$ cat src/rtl/l2_writeback_buffer_pkg.sv
// l2_writeback_buffer_pkg: shared line/address types for the L2 writeback buffer.
package l2_writeback_buffer_pkg;
    localparam int LINESIZE = 128;
    localparam int OFFSET_BITS = $clog2(LINESIZE / 8);
    localparam int TAG_BITS = 16 - OFFSET_BITS;
    typedef logic [15:0] lc3b_word;
    typedef logic [LINESIZE-1:0] l2_line_t;
    typedef logic [TAG_BITS-1:0] line_tag_t;
    function automatic line_tag_t line_of(lc3b_word a);
        return a[15:OFFSET_BITS];
    endfunction
endpackage

$ cat src/rtl/l2_writeback_buffer_if.sv
// l2_writeback_buffer_if: L2-side and pmem-side buses of the writeback buffer.
interface l2_writeback_buffer_if;
    import l2_writeback_buffer_pkg::*;
    logic l2_read, l2_write, l2_resp;
    lc3b_word l2_address;
    l2_line_t l2_wdata, l2_rdata;
    logic pmem_read, pmem_write, pmem_resp;
    lc3b_word pmem_address;
    l2_line_t pmem_wdata, pmem_rdata;
    modport slave(
        input l2_read, l2_write, l2_address, l2_wdata, pmem_rdata, pmem_resp,
        output l2_rdata, l2_resp, pmem_read, pmem_write, pmem_address, pmem_wdata
    );
    modport master(
        output l2_read, l2_write, l2_address, l2_wdata, pmem_rdata, pmem_resp,
        input l2_rdata, l2_resp, pmem_read, pmem_write, pmem_address, pmem_wdata
    );
endinterface

$ cat src/rtl/l2_writeback_buffer_fifo.sv
// wb_fifo_cam: depth-entry line FIFO with parallel address match and in-place overwrite.
module wb_fifo_cam
    import l2_writeback_buffer_pkg::*;
#(
    parameter int depth = 2,
    localparam int IW = $clog2(depth)
) (
    input  logic          clk,
    input  logic          rst_n,
    input  line_tag_t     lookup_tag,
    input  logic          push,
    input  line_tag_t     push_tag,
    input  l2_line_t      push_data,
    input  logic          pop,
    input  logic          wr_en,
    input  logic [IW-1:0] wr_idx,
    input  l2_line_t      wr_data,
    output logic          match,
    output logic [IW-1:0] match_idx,
    output logic [IW-1:0] head_idx,
    output logic [IW:0]   count,
    output l2_line_t      match_data,
    output l2_line_t      head_data,
    output line_tag_t     head_tag
);
    logic [depth-1:0] valid;
    line_tag_t tags [depth];
    l2_line_t data [depth];
    logic [IW-1:0] tail;
    always_comb begin
        match = 1'b0;
        match_idx = '0;
        for (int i = 0; i < depth; i++)
            if (valid[i] && tags[i] == lookup_tag) begin
                match = 1'b1;
                match_idx = IW'(i);
            end
    end
    assign match_data = data[match_idx];
    assign head_data = data[head_idx];
    assign head_tag = tags[head_idx];
    // payload storage needs no reset; valid bits gate every use
    always_ff @(posedge clk) begin
        if (push) begin
            tags[tail] <= push_tag;
            data[tail] <= push_data;
        end
        if (wr_en) data[wr_idx] <= wr_data;
    end
    always_ff @(posedge clk or negedge rst_n) begin
        if (!rst_n) begin
            valid <= '0;
            head_idx <= '0;
            tail <= '0;
            count <= '0;
        end else begin
            if (push) begin
                valid[tail] <= 1'b1;
                tail <= tail + 1'b1;
            end
            if (pop) begin
                valid[head_idx] <= 1'b0;
                head_idx <= head_idx + 1'b1;
            end
            count <= count + (IW+1)'(push) - (IW+1)'(pop);
        end
    end
endmodule

$ cat src/rtl/l2_writeback_buffer.sv
// l2_writeback_buffer: buffers L2 evictions, forwards/serves L2 reads, drains lines to pmem when idle.
module l2_writeback_buffer
    import l2_writeback_buffer_pkg::*;
#(
    parameter int depth = 2
) (
    input logic clk,
    input logic rst_n,
    l2_writeback_buffer_if.slave bus
);
    localparam int IW = $clog2(depth);
    localparam logic [IW:0] FULL = (IW+1)'(depth);
    localparam logic [1:0] IDLE = 2'd0, PREAD = 2'd1, DRAIN = 2'd2, RESP = 2'd3;
    logic [1:0] state;
    logic match, idle, rd_hit, rd_miss, coalesce, push, drain, pop;
    logic [IW-1:0] match_idx, head_idx;
    logic [IW:0] count;
    l2_line_t match_data, head_data;
    line_tag_t head_tag, req_tag;
    // the cycle l2_resp is high the requester still holds its request, so IDLE ignores it
    always_comb begin
        req_tag = line_of(bus.l2_address);
        idle = state == IDLE && !bus.l2_resp;
        rd_hit = idle && bus.l2_read && match;
        rd_miss = idle && bus.l2_read && !match;
        coalesce = idle && bus.l2_write && match && (match_idx != head_idx || count > (IW+1)'(1));
        push = idle && bus.l2_write && !match && count < FULL;
        drain = idle && !bus.l2_read && !coalesce && !push && count != '0;
        pop = state == DRAIN && bus.pmem_resp;
    end
    wb_fifo_cam #(.depth(depth)) u_fifo (
        .clk(clk), .rst_n(rst_n), .lookup_tag(req_tag),
        .push(push), .push_tag(req_tag), .push_data(bus.l2_wdata), .pop(pop),
        .wr_en(coalesce), .wr_idx(match_idx), .wr_data(bus.l2_wdata),
        .match(match), .match_idx(match_idx), .head_idx(head_idx), .count(count),
        .match_data(match_data), .head_data(head_data), .head_tag(head_tag)
    );
    always_ff @(posedge clk or negedge rst_n) begin
        if (!rst_n) begin
            state <= IDLE;
            bus.l2_resp <= 1'b0;
            bus.l2_rdata <= '0;
            bus.pmem_read <= 1'b0;
            bus.pmem_write <= 1'b0;
            bus.pmem_address <= '0;
            bus.pmem_wdata <= '0;
        end else begin
            bus.l2_resp <= state == RESP;
            case (state)
                IDLE: begin
                    if (rd_hit) begin
                        bus.l2_rdata <= match_data;
                        state <= RESP;
                    end else if (rd_miss) begin
                        bus.pmem_read <= 1'b1;
                        bus.pmem_address <= {req_tag, {OFFSET_BITS{1'b0}}};
                        state <= PREAD;
                    end else if (coalesce || push) begin
                        state <= RESP;
                    end else if (drain) begin
                        bus.pmem_write <= 1'b1;
                        bus.pmem_address <= {head_tag, {OFFSET_BITS{1'b0}}};
                        bus.pmem_wdata <= head_data;
                        state <= DRAIN;
                    end
                end
                PREAD: if (bus.pmem_resp) begin
                    bus.pmem_read <= 1'b0;
                    bus.l2_rdata <= bus.pmem_rdata;
                    state <= RESP;
                end
                DRAIN: if (bus.pmem_resp) begin
                    bus.pmem_write <= 1'b0;
                    state <= IDLE;
                end
                default: state <= IDLE;
            endcase
        end
    end
endmodule

$ cat src/flat_wrapper.sv
// flat-port wrapper written by rule: the top's interface ports become plain ports
module l2_writeback_buffer_flat import l2_writeback_buffer_pkg::*;
#(
    parameter int depth = 2
)
  (clk, rst_n, bus_l2_read, bus_l2_write, bus_l2_address, bus_l2_wdata, bus_pmem_rdata, bus_pmem_resp, bus_l2_rdata, bus_l2_resp, bus_pmem_read, bus_pmem_write, bus_pmem_address, bus_pmem_wdata);
  l2_writeback_buffer_if bus_i ();
  input logic clk;
  input logic rst_n;
  input wire logic [$bits(bus_i.l2_read)-1:0] bus_l2_read;
  input wire logic [$bits(bus_i.l2_write)-1:0] bus_l2_write;
  input wire logic [$bits(bus_i.l2_address)-1:0] bus_l2_address;
  input wire logic [$bits(bus_i.l2_wdata)-1:0] bus_l2_wdata;
  input wire logic [$bits(bus_i.pmem_rdata)-1:0] bus_pmem_rdata;
  input wire logic [$bits(bus_i.pmem_resp)-1:0] bus_pmem_resp;
  output wire logic [$bits(bus_i.l2_rdata)-1:0] bus_l2_rdata;
  output wire logic [$bits(bus_i.l2_resp)-1:0] bus_l2_resp;
  output wire logic [$bits(bus_i.pmem_read)-1:0] bus_pmem_read;
  output wire logic [$bits(bus_i.pmem_write)-1:0] bus_pmem_write;
  output wire logic [$bits(bus_i.pmem_address)-1:0] bus_pmem_address;
  output wire logic [$bits(bus_i.pmem_wdata)-1:0] bus_pmem_wdata;
  assign bus_i.l2_read = bus_l2_read;
  assign bus_i.l2_write = bus_l2_write;
  assign bus_i.l2_address = bus_l2_address;
  assign bus_i.l2_wdata = bus_l2_wdata;
  assign bus_i.pmem_rdata = bus_pmem_rdata;
  assign bus_i.pmem_resp = bus_pmem_resp;
  assign bus_l2_rdata = bus_i.l2_rdata;
  assign bus_l2_resp = bus_i.l2_resp;
  assign bus_pmem_read = bus_i.pmem_read;
  assign bus_pmem_write = bus_i.pmem_write;
  assign bus_pmem_address = bus_i.pmem_address;
  assign bus_pmem_wdata = bus_i.pmem_wdata;
  l2_writeback_buffer #(.depth(depth)) u_core (.clk(clk), .rst_n(rst_n), .bus(bus_i));
endmodule
$ cat config.mk
export PLATFORM = sky130hd
export DESIGN_NAME = l2_writeback_buffer_flat
export DESIGN_NICKNAME = d
export VERILOG_FILES = /design/src/rtl/l2_writeback_buffer_pkg.sv /design/src/rtl/l2_writeback_buffer_if.sv /design/src/rtl/l2_writeback_buffer_fifo.sv /design/src/rtl/l2_writeback_buffer.sv /design/src/flat_wrapper.sv
export SDC_FILE = /design/constraint.sdc
export NUM_CORES = 1
export LEC_CHECK = 0
export CAP_MARGIN = 15
export CORE_MARGIN = 2
export CORE_UTILIZATION = 43
export CTS_BUF_LIST = sky130_fd_sc_hd__clkbuf_8
export DETAILED_ROUTE_END_ITERATION = 6
export DONT_BUFFER_PORTS = 1
export PLACE_DENSITY = 0.68
export SYNTH_ARGS = -nofsm -noshare
export SYNTH_HDL_FRONTEND = slang
export SYNTH_HIERARCHICAL = 1
export SYNTH_SLANG_ARGS = --single-unit
$ cat constraint.sdc
create_clock -name clk -period 13.5 [get_ports clk]
set_input_delay 4.05 -clock clk [delete_from_list [all_inputs] [get_ports clk]]
set_output_delay 4.05 -clock clk [all_outputs]
set_load 0.05 [all_outputs]
Yosys cells after proc, flatten, opt, wreduce, memory -nomap -nowiden:

Memory sizes are Yosys's and may differ from the RTL's. A register that Yosys moved wholly into a read port is not among the register bits.
Index checks and enable logic that the tools add are counted.

* register bits: 155
* bits in latches: 0
* bits in writable memories: 280
* bits in read-only memories: 0
* input port bits: 277
* output and inout port bits: 275
* logic and storage cells: 120
* memories: 2

Memories
* u_core.u_fifo.data: words 2, bits a word 128, rd ports 2, clocked after memory_dff 1, wr ports 1, RTL line l2_writeback_buffer_fifo.sv:28 `l2_line_t data [depth];`
* u_core.u_fifo.tags: words 2, bits a word 12, rd ports 3, clocked after memory_dff 0, wr ports 1, RTL line l2_writeback_buffer_fifo.sv:27 `line_tag_t tags [depth];`

* $add $sub $neg: 4
* multipliers: 0
* divide/modulo/power cells: 0
* magnitude comparators: 6
* eq/ne operators: 16
* shifts and indexed selects: 0
* muxes and demuxes: 38
* bitwise operators: 6
* reductions and logical operators: 38

Operators by type and width (number)
* two-way mux 128 bit: 3
* one-hot mux 128 bit (2 select lines): 1
* OR reduction 128 bit: 1
* two-way mux 16 bit: 3
* equality test 12 bit: 2
* logical AND 1 bit: 18
* two-way mux 1 bit: 18
* two-way mux 2 bit: 8
* != test 2 bit (second input constant): 5
* != test 2 x 1 -> 1 bit (second input constant): 4
* AND reduction 4 bit: 2
* nonzero test 2 bit: 4
* logical NOT 1 bit: 6
* one-hot mux 2 bit (3 select lines): 1
* AND reduction 3 bit: 2
* AND reduction 6 bit: 1
* != test 5 x 2 -> 1 bit (second input constant): 1
* AND reduction 5 bit: 1
* equality test 2 bit (second input constant): 2
* less-than comparator 1 x 2 -> 1 bit (second input constant): 2
* one-hot mux 1 bit (2 select lines): 2
* NOT 1 bit: 3
* adder 1 bit (second input constant): 2
* adder 2 x 1 -> 2 bit: 1
* 12 further kinds: 15

Logic depth before layout (Yosys ltp):

Gate-level depths: netlist of run 1.

* word-level depth: 15
* mapped depth: 11
* gate-level depth less buffers: 9

Hierarchy:

Netlist of run 1, hierarchy kept.

By module, submodules not included
* wb_fifo_cam: instances 1, cells each 921, area each 15157.0 um^2, sequential area each 8558.2 um^2
* l2_writeback_buffer: instances 1, cells each 938, area each 11932.7 um^2, sequential area each 6831.6 um^2

Least setup slack after synthesis of run 1:

OpenSTA, ideal clock, no wires.

* path type: input to register
* from: in bus_l2_address[13]
* to: mem u_core/u_fifo/data[0][0] in the netlist's numbering, enable pin
* library setup time: 792 ps
* arrival time: 14200 ps
* data required time: 12708 ps
* path slack: -1492 ps
* stages: 8
* buffers on the path: 1
* cells stage by stage: xnor2_1 nand4_1 nor4_2 buf_2 a41o_1 nor3_1 inv_1 o21ai_0

* word-level cells in the longest chain between the ends: 10
* elaborated cells between the ends (all ways): 21
* classes of those cells: 3 x eq/ne; 9 x mux; 9 x reduce/logical

Ends and longest elaborated chain
* from (decl): RTL line flat_wrapper.sv:12 `input wire logic [$bits(bus_i.l2_address)-1:0] bus_l2_address;`
* equality test 12 bit *: RTL line l2_writeback_buffer_fifo.sv:34 `if (valid[i] && tags[i] == lookup_tag) begin`
* logical AND 1 bit *: RTL line l2_writeback_buffer_fifo.sv:34
* two-way mux 1 bit *: RTL line l2_writeback_buffer_fifo.sv:34
* net u_core.match_idx: RTL line l2_writeback_buffer.sv:16 `logic [IW-1:0] match_idx, head_idx;`
* != test 1 bit: RTL line l2_writeback_buffer.sv:26 `coalesce = idle && bus.l2_write && match && (match_idx != head_idx || count > (IW+1)'(1));`
* logical OR 1 bit: RTL line l2_writeback_buffer.sv:26
* logical AND 1 bit: RTL line l2_writeback_buffer.sv:26
* two-way mux 1 bit: RTL line l2_writeback_buffer_fifo.sv:48 `if (wr_en) data[wr_idx] <= wr_data;`
* two-way mux 1 bit (implied by the code): RTL line l2_writeback_buffer_fifo.sv:48
* OR reduction 128 bit (no line)
* two-way mux 1 bit (no line)
* to (decl): RTL line l2_writeback_buffer_fifo.sv:28

The timed path passes the listed nets; every way through them passes the cells marked *.

Worst setup path after layout of run 1:

* from: in bus_l2_address[13]
* to: mem u_core/u_fifo/data[1][31] in the netlist's numbering, enable pin

* word-level cells in the longest chain between the ends: 10
* elaborated cells between the ends (all ways): 21
* classes of those cells: 3 x eq/ne; 9 x mux; 9 x reduce/logical

Ends and longest elaborated chain
* equality test 12 bit *: RTL line l2_writeback_buffer_fifo.sv:34
* logical AND 1 bit *: RTL line l2_writeback_buffer_fifo.sv:34
* two-way mux 1 bit *: RTL line l2_writeback_buffer_fifo.sv:34
* net u_core.match_idx: RTL line l2_writeback_buffer.sv:16
* != test 1 bit *: RTL line l2_writeback_buffer.sv:26
* logical OR 1 bit *: RTL line l2_writeback_buffer.sv:26
* logical AND 1 bit *: RTL line l2_writeback_buffer.sv:26
* net u_core.coalesce: RTL line l2_writeback_buffer.sv:15 `logic match, idle, rd_hit, rd_miss, coalesce, push, drain, pop;`
* two-way mux 1 bit *: RTL line l2_writeback_buffer_fifo.sv:48
* two-way mux 1 bit (implied by the code) *: RTL line l2_writeback_buffer_fifo.sv:48
* OR reduction 128 bit (no line)
* two-way mux 1 bit (no line)

Marks and branches as above.

==> results of run 1 <==
## final cells by class
| cell class | count | area (µm²) | area share (%) |
|---|---|---|---|
| inverter | 6 | 22.5 | 0.0759 |
| timing repair buffer | 20 | 163 | 0.548 |
| antenna | 2 | 5.00 | 0.0169 |
| sequential | 559 | 15400 | 51.9 |
| tap | 846 | 1060 | 3.57 |
| multi-input combinational | 1172 | 11100 | 37.4 |
| clock buffer | 121 | 1670 | 5.61 |
| clock inverter | 57 | 274 | 0.924 |
## worst min-delay path: cells and delay by family (launching register included)
family | cells | cell delay (ps)
flops | 1 | 340
compound gates | 1 | 100
simple gates | 1 | 50
## registers in the layout, summed over array words and instances, names as in the netlist, 2 cells and up
register	cells
u_core/u_fifo/count	2
u_core/bus.pmem_address	12
u_core/u_fifo/data	256
u_core/u_fifo/tags	24
u_core/bus.l2_rdata	128
u_core/state	2
u_core/bus.pmem_wdata	128
u_core/u_fifo/valid	2
## placed cells by master (no fill, tap or decap), types with 10 or more instances in the layout
cell      netlist  final
a31oi_1        12     12
xnor2_1        19     19
mux2_1        102    102
a21oi_1       142    141
mux2i_1       128    128
dfrtp_1       279    278
clkbuf_8        0    121
inv_1           6     48
mux2_2        443    443
mux2_4        107    107
buf_4           5     19
o21ai_0        16     15
xor2_1         10     10
edfxtp_1      280    280
nor2_1        149    148
## report_power, final
group | total [µW] | switching (µW) | internal [µW]
clock network | 1520 | 712 | 810
registers | 4190 | 1900 | 2280
logic | 1480 | 678 | 806
## per-stage QoR
step / instance area [µm²] / hold WS, ps / total power, µW
final: 29700 / 536 / 7190
after global routing: 29700 / 544 / 7510
after CTS: 29700 / 535 / 7270
after detailed placement: 27700 / 523 / 5730
after global placement: 27700 / 522 / 5660
after floorplan: 27100 / 483 / 5290
## per-layer routing
metal,GRT usage [%],vias to the layer above
met4,8.91,4
met2,33.8,488
met3,6.90,125
met1,23.0,7476
met5,0,-
li1,-,6891
## cells in the mapped netlist (2+ instances only)
cell        n  share of area, %
a31oi_1    12              0.28
dfrtp_1   279                26
nand2b_1    4             0.092
mux2_2    443                18
nor2_1    149               2.1
ha_1        2             0.092
o21ai_0    16              0.30
nand2_1     8              0.11
buf_4       5              0.14
xnor2_1    19              0.61
nor3_1      2             0.037
mux2_4    107               5.9
xor2_1     10              0.32
a21oi_1   142               2.6
a21o_1      2             0.055
buf_6      23              0.96
nand4_1     3             0.069
edfxtp_1  280                31
inv_1       6             0.083
clkbuf_1   71              0.98
buf_1       8              0.11
nor4_1      2             0.046
buf_2      18              0.33
mux2_1    102               4.2
nand3_1     2             0.037
mux2i_1   128               4.7
## cell families (layout without fill, tap and decap cells)
| group | count (synthesis) | in the layout |
|---|---|---|
| other cells | 1 | 6 |
| buf+inv | 131 | 204 |
| flops | 559 | 559 |
| fa+ha+maj | 2 | 2 |
| mux | 780 | 780 |
| simple gates | 179 | 179 |
| compound gates | 178 | 178 |
| xor+xnor | 29 | 29 |
## final timing paths
| check | endpoint | cells past startpoint | slack [ps] | from |
|---|---|---|---|---|
| max | u_core/u_fifo/data[1][31] | 10 | 5380 | bus_l2_address[13] |
| min | u_core/u_fifo/valid[0] | 2 | 540 | u_core/u_fifo/valid[0] |
| max reg2reg | u_core/u_fifo/data[1][31] | 10 | 8320 | u_core/u_fifo/tags[1][9] |
| min reg2reg | u_core/u_fifo/valid[0] | 2 | 540 | u_core/u_fifo/valid[0] |
| max in group asynchronous | u_core/bus.pmem_wdata[108] | 0 | 9720 | rst_n |
| min in group asynchronous | u_core/bus.l2_rdata[3] | 0 | 3050 | rst_n |
==> impl_metrics.csv, run 1 <==
group,metric,value,unit
sta,max_freq,0.123,GHz
yosys,yosysWarnings,6,
die,num_io_pins,552,
die,die_x,255,µm
sta,max_slew_margin,22.3,%
placement,place.port_buffers,0,
setup_path,crit_type,"in2reg",
power,peakVddDrop,0.170,mV
routing,postRouteAntennaNets,0,
yosys,synth_seq_cells,559,
sta,setup_viol,0,
clock_network,hold_buffers,0,
placement,gp_congestion,0.825,
die,dieArea,65000,µm²
placement,dp_slack,4610,ps
sta,setup_tns,0,ps
routing,wl_per_cell,24.2,µm
routing,wl,67500,µm
yosys,synth-compound-area-share,3.46,%
setup_path,path_delay_family,"simple AND/OR/NAND/NOR gates",
setup_path,critPathLaunchType,"primary input",
status,outcome,"finished clean",
sta,fin_worst_skew,37.3,ps
sta,maxSlewViolCount,0,
routing,first_pass_iters,5,
clock_network,clk_latency,690,ps
power,p_leak,0.0115,µW
clock_network,path_clk_slew,60,ps
finish,final-instance-count-excl-fill,2783,
power,power_density,242,nW/µm²
setup_path,cp_slowest_cell,"buf_4",
yosys,synth_top_family_by_area,"multiplexers",
die,std_cell_rows,92,
die,start_util,43.3,%
yosys,synth-xor-area-share,0.938,%
flow_run,cap_viol_max_count,0,
yosys,ys_async_sr_fraction,49.9,%
global_route,grt_pass1_wl,97200,µm
yosys,synth_mux_area_share,33.3,%
clock_network,cts_root_buffer,"clkbuf_8",
clock_network,cts_sinks,559,
die,die_h,255,µm
finish,area_growth,9.50,%
die,core,62600,µm²
yosys,ys_types,42,
setup_path,cp.arrival,8400,ps
yosys,syn-mean-instance-area,14.6,µm²
setup_path,crit_path_end_kind,"flip-flop",
placement,numPlacedInstances,2603,
sta,fin_crit,8120,ps
routing,routed.top_layer,"met5",
min_path,hold_class,"reg2reg",
yosys,yosys.area_share.simple,2.77,%
sta,hold_violations,0,
yosys,synth_ff_type,"edfxtp_1",
yosys,ys_seq_area_share,56.8,%
global_route,grt_max_degree,280,
setup_path,critPathMaxFanout,57,
yosys,synth_fa_ha_area_share,0.0924,%
setup_path,max_stage_delay,800,ps
sta,fin_ws,5380,ps
yosys,synth-edff-count,280,
global_route,grt_pass1_vias,15400,
clock_network,cts_resized,0,
finish,drive_gt1_share,36.7,%
finish,fin_util,47.4,%
routing,avgViaCountPerCell,5.38,
clock_network,cts-htree-levels,3,
sta,worst_slew_pin_slew,1160,ps
clock_network,cts_made_buffers,94,
setup_path,cp_num_buf_inv,2,
routing,drt_iter0_markers,678,
global_route,grt_util_all_layers,20.0,%
sta,rsz0062_at_grt,"false",
routing,route.met2.wl,33700,µm
routing,wl_met1,25800,µm
global_route,antenna_found_initial,4,
global_route,grt_overflow,0,
finish,fill_cells,5566,
routing,drc,0,
finish,nNetsFinal,2132,
clock_network,cts_buffer_depth,3,
placement,hpwlAfterDp,42900,µm
setup_path,worstPathCellList,"xnor2_1 > nand4_1 > nor4_4 > buf_4 > xor2_1 > o21ai_0 > nor2_1 > nand2_4 > nand2_4 > buf_4",
clock_network,cts_setup_buffers,0,
routing,wl_met3,5600,µm
setup_path,required,13780,ps
routing,vias,15000,
sta,fin_crit_sh,60.2,%
yosys,postSynthCellCount,1859,
yosys,netlist_area,27100,µm²
clock_network,cts_tree,"built",
Note: power is estimated with default switching activity, not from simulation.
==> run 2: changes to the inputs <==
- PLACE_DENSITY: 0.68 -> 0.7
- clock period: 13.5 -> 6.8 ns (I/O delays scaled with it)
==> impl_metrics.csv, run 2 (synthesized netlist as in run 1, its figures left out) <==
group,metric,value,unit
status,outcome,"finished clean",
sta,fin_crit,5240,ps
setup_path,required,7060,ps
clock_network,cts_made_buffers,95,
setup_path,cp_slowest_cell,"buf_4",
routing,postRouteAntennaNets,0,
finish,nNetsFinal,2136,
routing,wl_per_cell,23.9,µm
power,power_density,481,nW/µm²
die,num_io_pins,552,
sta,max_slew_margin,10.4,%
clock_network,cts_sinks,559,
sta,fin_crit_sh,77.1,%
placement,hpwlAfterDp,42200,µm
die,die_h,255,µm
setup_path,worstPathCellList,"xnor2_1 > nand3_1 > nor4_4 > buf_4 > xor2_1 > o21ai_0 > nor2_1 > nand2b_4 > o21ai_4 > buf_12",
routing,avgViaCountPerCell,5.43,
sta,worst_slew_pin_slew,1340,ps
global_route,antenna_found_initial,1,
setup_path,critPathLaunchType,"primary input",
finish,largest-register,"u_core/u_fifo/data",
routing,wl,66500,µm
min_path,hold_class,"reg2reg",
clock_network,hold_buffers,0,
finish,layout_common_cells,"443 x mux2_2, 280 x edfxtp_1, 278 x dfrtp_1",
clock_network,cts_buffer_depth,3,
finish,final-instance-count-excl-fill,2786,
die,core,62600,µm²
setup_path,crit_type,"in2reg",
clock_network,cts_root_buffer,"clkbuf_8",
finish,top_regs,"u_core/u_fifo/data x256, u_core/bus.l2_rdata x128, u_core/bus.pmem_wdata x128",
die,start_util,43.3,%
routing,drt_iter0_markers,836,
sta,max_freq,0.191,GHz
setup_path,cp.arrival,5500,ps
placement,gp_congestion,0.844,
clock_network,cts_tree,"built",
finish,largest_reg_flops,256,
setup_path,crit_path_end_kind,"flip-flop",
sta,rsz0062_at_grt,"false",
clock_network,path_clk_slew,50,ps
die,die_x,255,µm
finish,layout_commonest_cell,"mux2_2",
flow_run,cap_viol_max_count,0,
sta,hold_violations,0,
clock_network,clk_latency,680,ps
power,p_leak,0.0115,µW
power,peakVddDrop,0.287,mV
die,std_cell_rows,92,
routing,drc,0,
global_route,grt_pass1_vias,15300,
clock_network,cts-htree-levels,3,
finish,area_growth,9.94,%
sta,fin_worst_skew,36.1,ps
sta,setup_tns,0,ps
global_route,grt_max_degree,280,
clock_network,cts_resized,0,
global_route,grt_util_all_layers,19.6,%
finish,drive_gt1_share,37.0,%
die,dieArea,65000,µm²
setup_path,critPathMaxFanout,128,
global_route,grt_overflow,0,
placement,place.port_buffers,0,
finish,fill_cells,5467,
global_route,grt_pass1_wl,95900,µm
setup_path,max_stage_delay,460,ps
routing,first_pass_iters,5,
sta,maxSlewViolCount,0,
finish,fin_util,47.6,%
sta,setup_viol,0,
clock_network,cts_setup_buffers,0,
routing,vias,15100,
placement,numPlacedInstances,2605,
run 2: changes by cell type in the layout (fill, tap and decap cells not counted), sizes merged:
cell / previous run / this run
buf: 20 / 23
bufinv: 0 / 3
clkbuf: 121 / 112
clkinv: 9 / 27
clkinvlp: 2 / 0
diode: 2 / 1
inv: 52 / 43
run 2: layout make-up:
class | count | area [µm²] | area share (%)
antenna | 1 | 2.50 | 0.00840
clock buffer | 112 | 1540 | 5.18
clock inverter | 67 | 402 | 1.35
inverter | 6 | 22.5 | 0.0756
multi-input combinational | 1172 | 11100 | 37.2
sequential | 559 | 15400 | 51.7
tap | 846 | 1060 | 3.55
timing repair buffer | 23 | 273 | 0.916
run 2: path summary, 6_finish.rpt:
path / from / end / slack, ps / cells past startpoint
max reg2reg: u_core/u_fifo/tags[1][7] / u_core/u_fifo/data[0][102] / 2510 / 10
min in group asynchronous: rst_n / u_core/bus.l2_rdata[10] / 1050 / 0
min: u_core/u_fifo/valid[0] / u_core/u_fifo/valid[0] / 540 / 2
max in group asynchronous: rst_n / u_core/bus.pmem_wdata[79] / 5230 / 0
max: bus_l2_address[11] / u_core/u_fifo/data[0][102] / 1560 / 10
min reg2reg: u_core/u_fifo/valid[0] / u_core/u_fifo/valid[0] / 540 / 2
run 2: through the flow:
| step | worst slack [ps] | instance area (µm²) | hold slack, ps | total power, µW |
|---|---|---|---|---|
| 2_1_floorplan | 776 | 27100 | 495 | 10500 |
| 3_3_place_gp | 1190 | 27800 | 521 | 11200 |
| 5_1_grt | 1640 | 29800 | 576 | 14900 |
| 4_1_cts | 1850 | 29800 | 539 | 14400 |
| 6_report | 1560 | 29800 | 545 | 14300 |
| 3_5_place_dp | 1080 | 27800 | 524 | 11400 |
run 2: per-layer routing:
metal | up-vias | GRT usage (%) | part of all wire, %
li1 | 6899 | - | -
met3 | 144 | 5.91 | 7.6
met4 | 0 | 8.99 | 3.9
met2 | 537 | 33.1 | 50
met5 | - | 0 | 0
met1 | 7543 | 22.9 | 39
run 2: critical path: cells and delay by family:
family	cells	cell delay, ps
AO/OA/AOI/OAI	2	320
XOR/XNOR	2	510
buffers and inverters	2	860
AND/OR/NAND/NOR	4	1180
run 2: report_power, final:
part           internal, µW  switching (µW)
Combinational          1610            1390
Clock                  1630            1420
Sequential             4530            3740
Total                  7780            6550
==> run 3: changes to the inputs <==
- clock period: 6.8 -> 4.5 ns (I/O delays scaled with it)
==> impl_metrics.csv, run 3 (synthesized netlist as in run 1, its figures left out) <==
group,metric,value,unit
clock_network,cts-htree-levels,3,
clock_network,cts_tree,"built",
clock_network,cts_made_buffers,96,
sta,rsz0062_at_grt,"false",
global_route,grt_pass1_wl,96600,µm
routing,route.met2.wl,33700,µm
clock_network,clk_latency,690,ps
finish,seq_area,15400,µm²
global_route,grt_util_all_layers,19.7,%
sta,fin_crit,3550,ps
min_path,hold_class,"in2async",
placement,gp_congestion,0.804,
power,p_total,21800,µW
finish,largest_reg_flops,256,
clock_network,cts_root_buffer,"clkbuf_8",
flow_run,cap_viol_max_count,0,
sta,maxSlewViolCount,0,
global_route,antenna_found_initial,6,
routing,avgViaCountPerCell,5.40,
die,num_io_pins,552,
finish,largest-register,"u_core/u_fifo/data",
routing,wl_per_cell,24.0,µm
power,peakVddDrop,0.531,mV
placement,hpwlAfterDp,44100,µm
setup_path,cp.arrival,4090,ps
clock_network,path_clk_slew,70,ps
status,outcome,"finished clean",
die,dieArea,65000,µm²
global_route,grt_max_degree,280,
sta,fin_crit_sh,78.9,%
finish,layout_commonest_cell,"mux2_2",
power,power_frac_seq,57.1,%
routing,first_pass_iters,5,
routing,drt_iter0_markers,845,
sta,hold_violations,0,
routing,postRouteAntennaNets,0,
finish,top_regs,"u_core/u_fifo/data x256, u_core/bus.l2_rdata x128, u_core/bus.pmem_wdata x128",
clock_network,cts_sinks,559,
power,p_switching,9930,µW
clock_network,hold_buffers,0,
finish,nNetsFinal,2157,
routing,vias,15200,
power,p_comb_share,21.6,%
routing,routed.top_layer,"met5",
routing,wl,67300,µm
placement,place.port_buffers,0,
power,p_clk_share,21.2,%
power,switching_share,45.6,%
die,core,62600,µm²
setup_path,critPathLaunchType,"primary input",
sta,fin_worst_skew,33.6,ps
power,power_density,724,nW/µm²
power,internal-power,11900,µW
setup_path,required,5040,ps
finish,drive_gt1_share,37.6,%
sta,worst_slew_pin_slew,958,ps
clock_network,cts_setup_buffers,0,
routing,drc,0,
sta,setup_viol,0,
setup_path,crit_path_end_kind,"flip-flop",
routing,wl_met3,5660,µm
clock_network,cts_buffer_depth,3,
routing,wl_met1,25600,µm
die,die_x,255,µm
finish,multi_input_area,11100,µm²
setup_path,crit_type,"in2reg",
finish,fill_cells,5439,
sta,max_freq,0.282,GHz
sta,max_slew_margin,36.1,%
setup_path,critPathMaxFanout,45,
die,die_h,255,µm
sta,timing.hold.ws,387,ps
finish,layout_common_cells,"443 x mux2_2, 280 x edfxtp_1, 278 x dfrtp_1",
global_route,grt_pass1_vias,15600,
die,start_util,43.3,%
die,std_cell_rows,92,
finish,area_growth,11.2,%
power,p_leak,0.0117,µW
clock_network,cts_resized,0,
global_route,grt_overflow,0,
==> run 3: power groups by stage <==
stage / sequential [µW] / combinational [µW] / clock (µW)
after floorplan: 12000 / 3870 / 0
after global placement: 12500 / 4560 / 0
after detailed placement: 12600 / 4730 / 0
after CTS: 12500 / 4750 / 4750
after global routing: 12600 / 5100 / 4980
final: 12500 / 4720 / 4620
==> run 3: worst paths after layout <==
check                                         start                   endpoint  slack, ps  cells after the start
max                               bus_l2_address[9]  u_core/bus.pmem_wdata[66]        950                      9
min                                           rst_n    u_core/bus.l2_rdata[64]        390                      0
max reg2reg                u_core/u_fifo/tags[1][5]  u_core/bus.pmem_wdata[66]       1200                      9
min reg2reg                  u_core/u_fifo/valid[0]     u_core/u_fifo/valid[0]        530                      2
max in group asynchronous                     rst_n     u_core/u_fifo/head_idx       3660                      0
min in group clk             u_core/u_fifo/valid[0]     u_core/u_fifo/valid[0]        530                      2
==> run 3: area by class of cell <==
cell class                      count  share of cell area, %
Sequential cell                   559                   51.1
Multi-Input combinational cell   1172                   36.9
Clock buffer                      110                   5.03
Antenna cell                        3                 0.0249
Timing Repair Buffer               43                   1.90
Tap cell                          846                   3.52
Inverter                            6                 0.0748
Clock inverter                     71                   1.47
==> run 3: layer usage <==
layer,track usage (%),vias up
li1,-,6941
met1,22.5,7586
met2,33.6,501
met3,6.87,128
met4,8.67,6
met5,0,-
==> run 3: stage by stage <==
step	util, %	std cells	area [µm²]	setup WS, ps	TNS [ps]
floorplan	-	1862	27100	-365	-46740
global placement	45.0	2626	28100	346	0
detailed placement	45.0	2626	28100	306	0
CTS	48.1	2807	30100	1050	0
global route	48.1	2810	30100	840	0
finish	48.1	2810	30100	950	0
==> run 3: worst max-delay path, stage by stage <==
cell	delay, ps
xnor2_1	190
nand3_1	180
nor4_4	430
a41o_1	310
nand2b_1	130
o211ai_1	430
nand2_8	350
buf_12	360
mux2_4	340
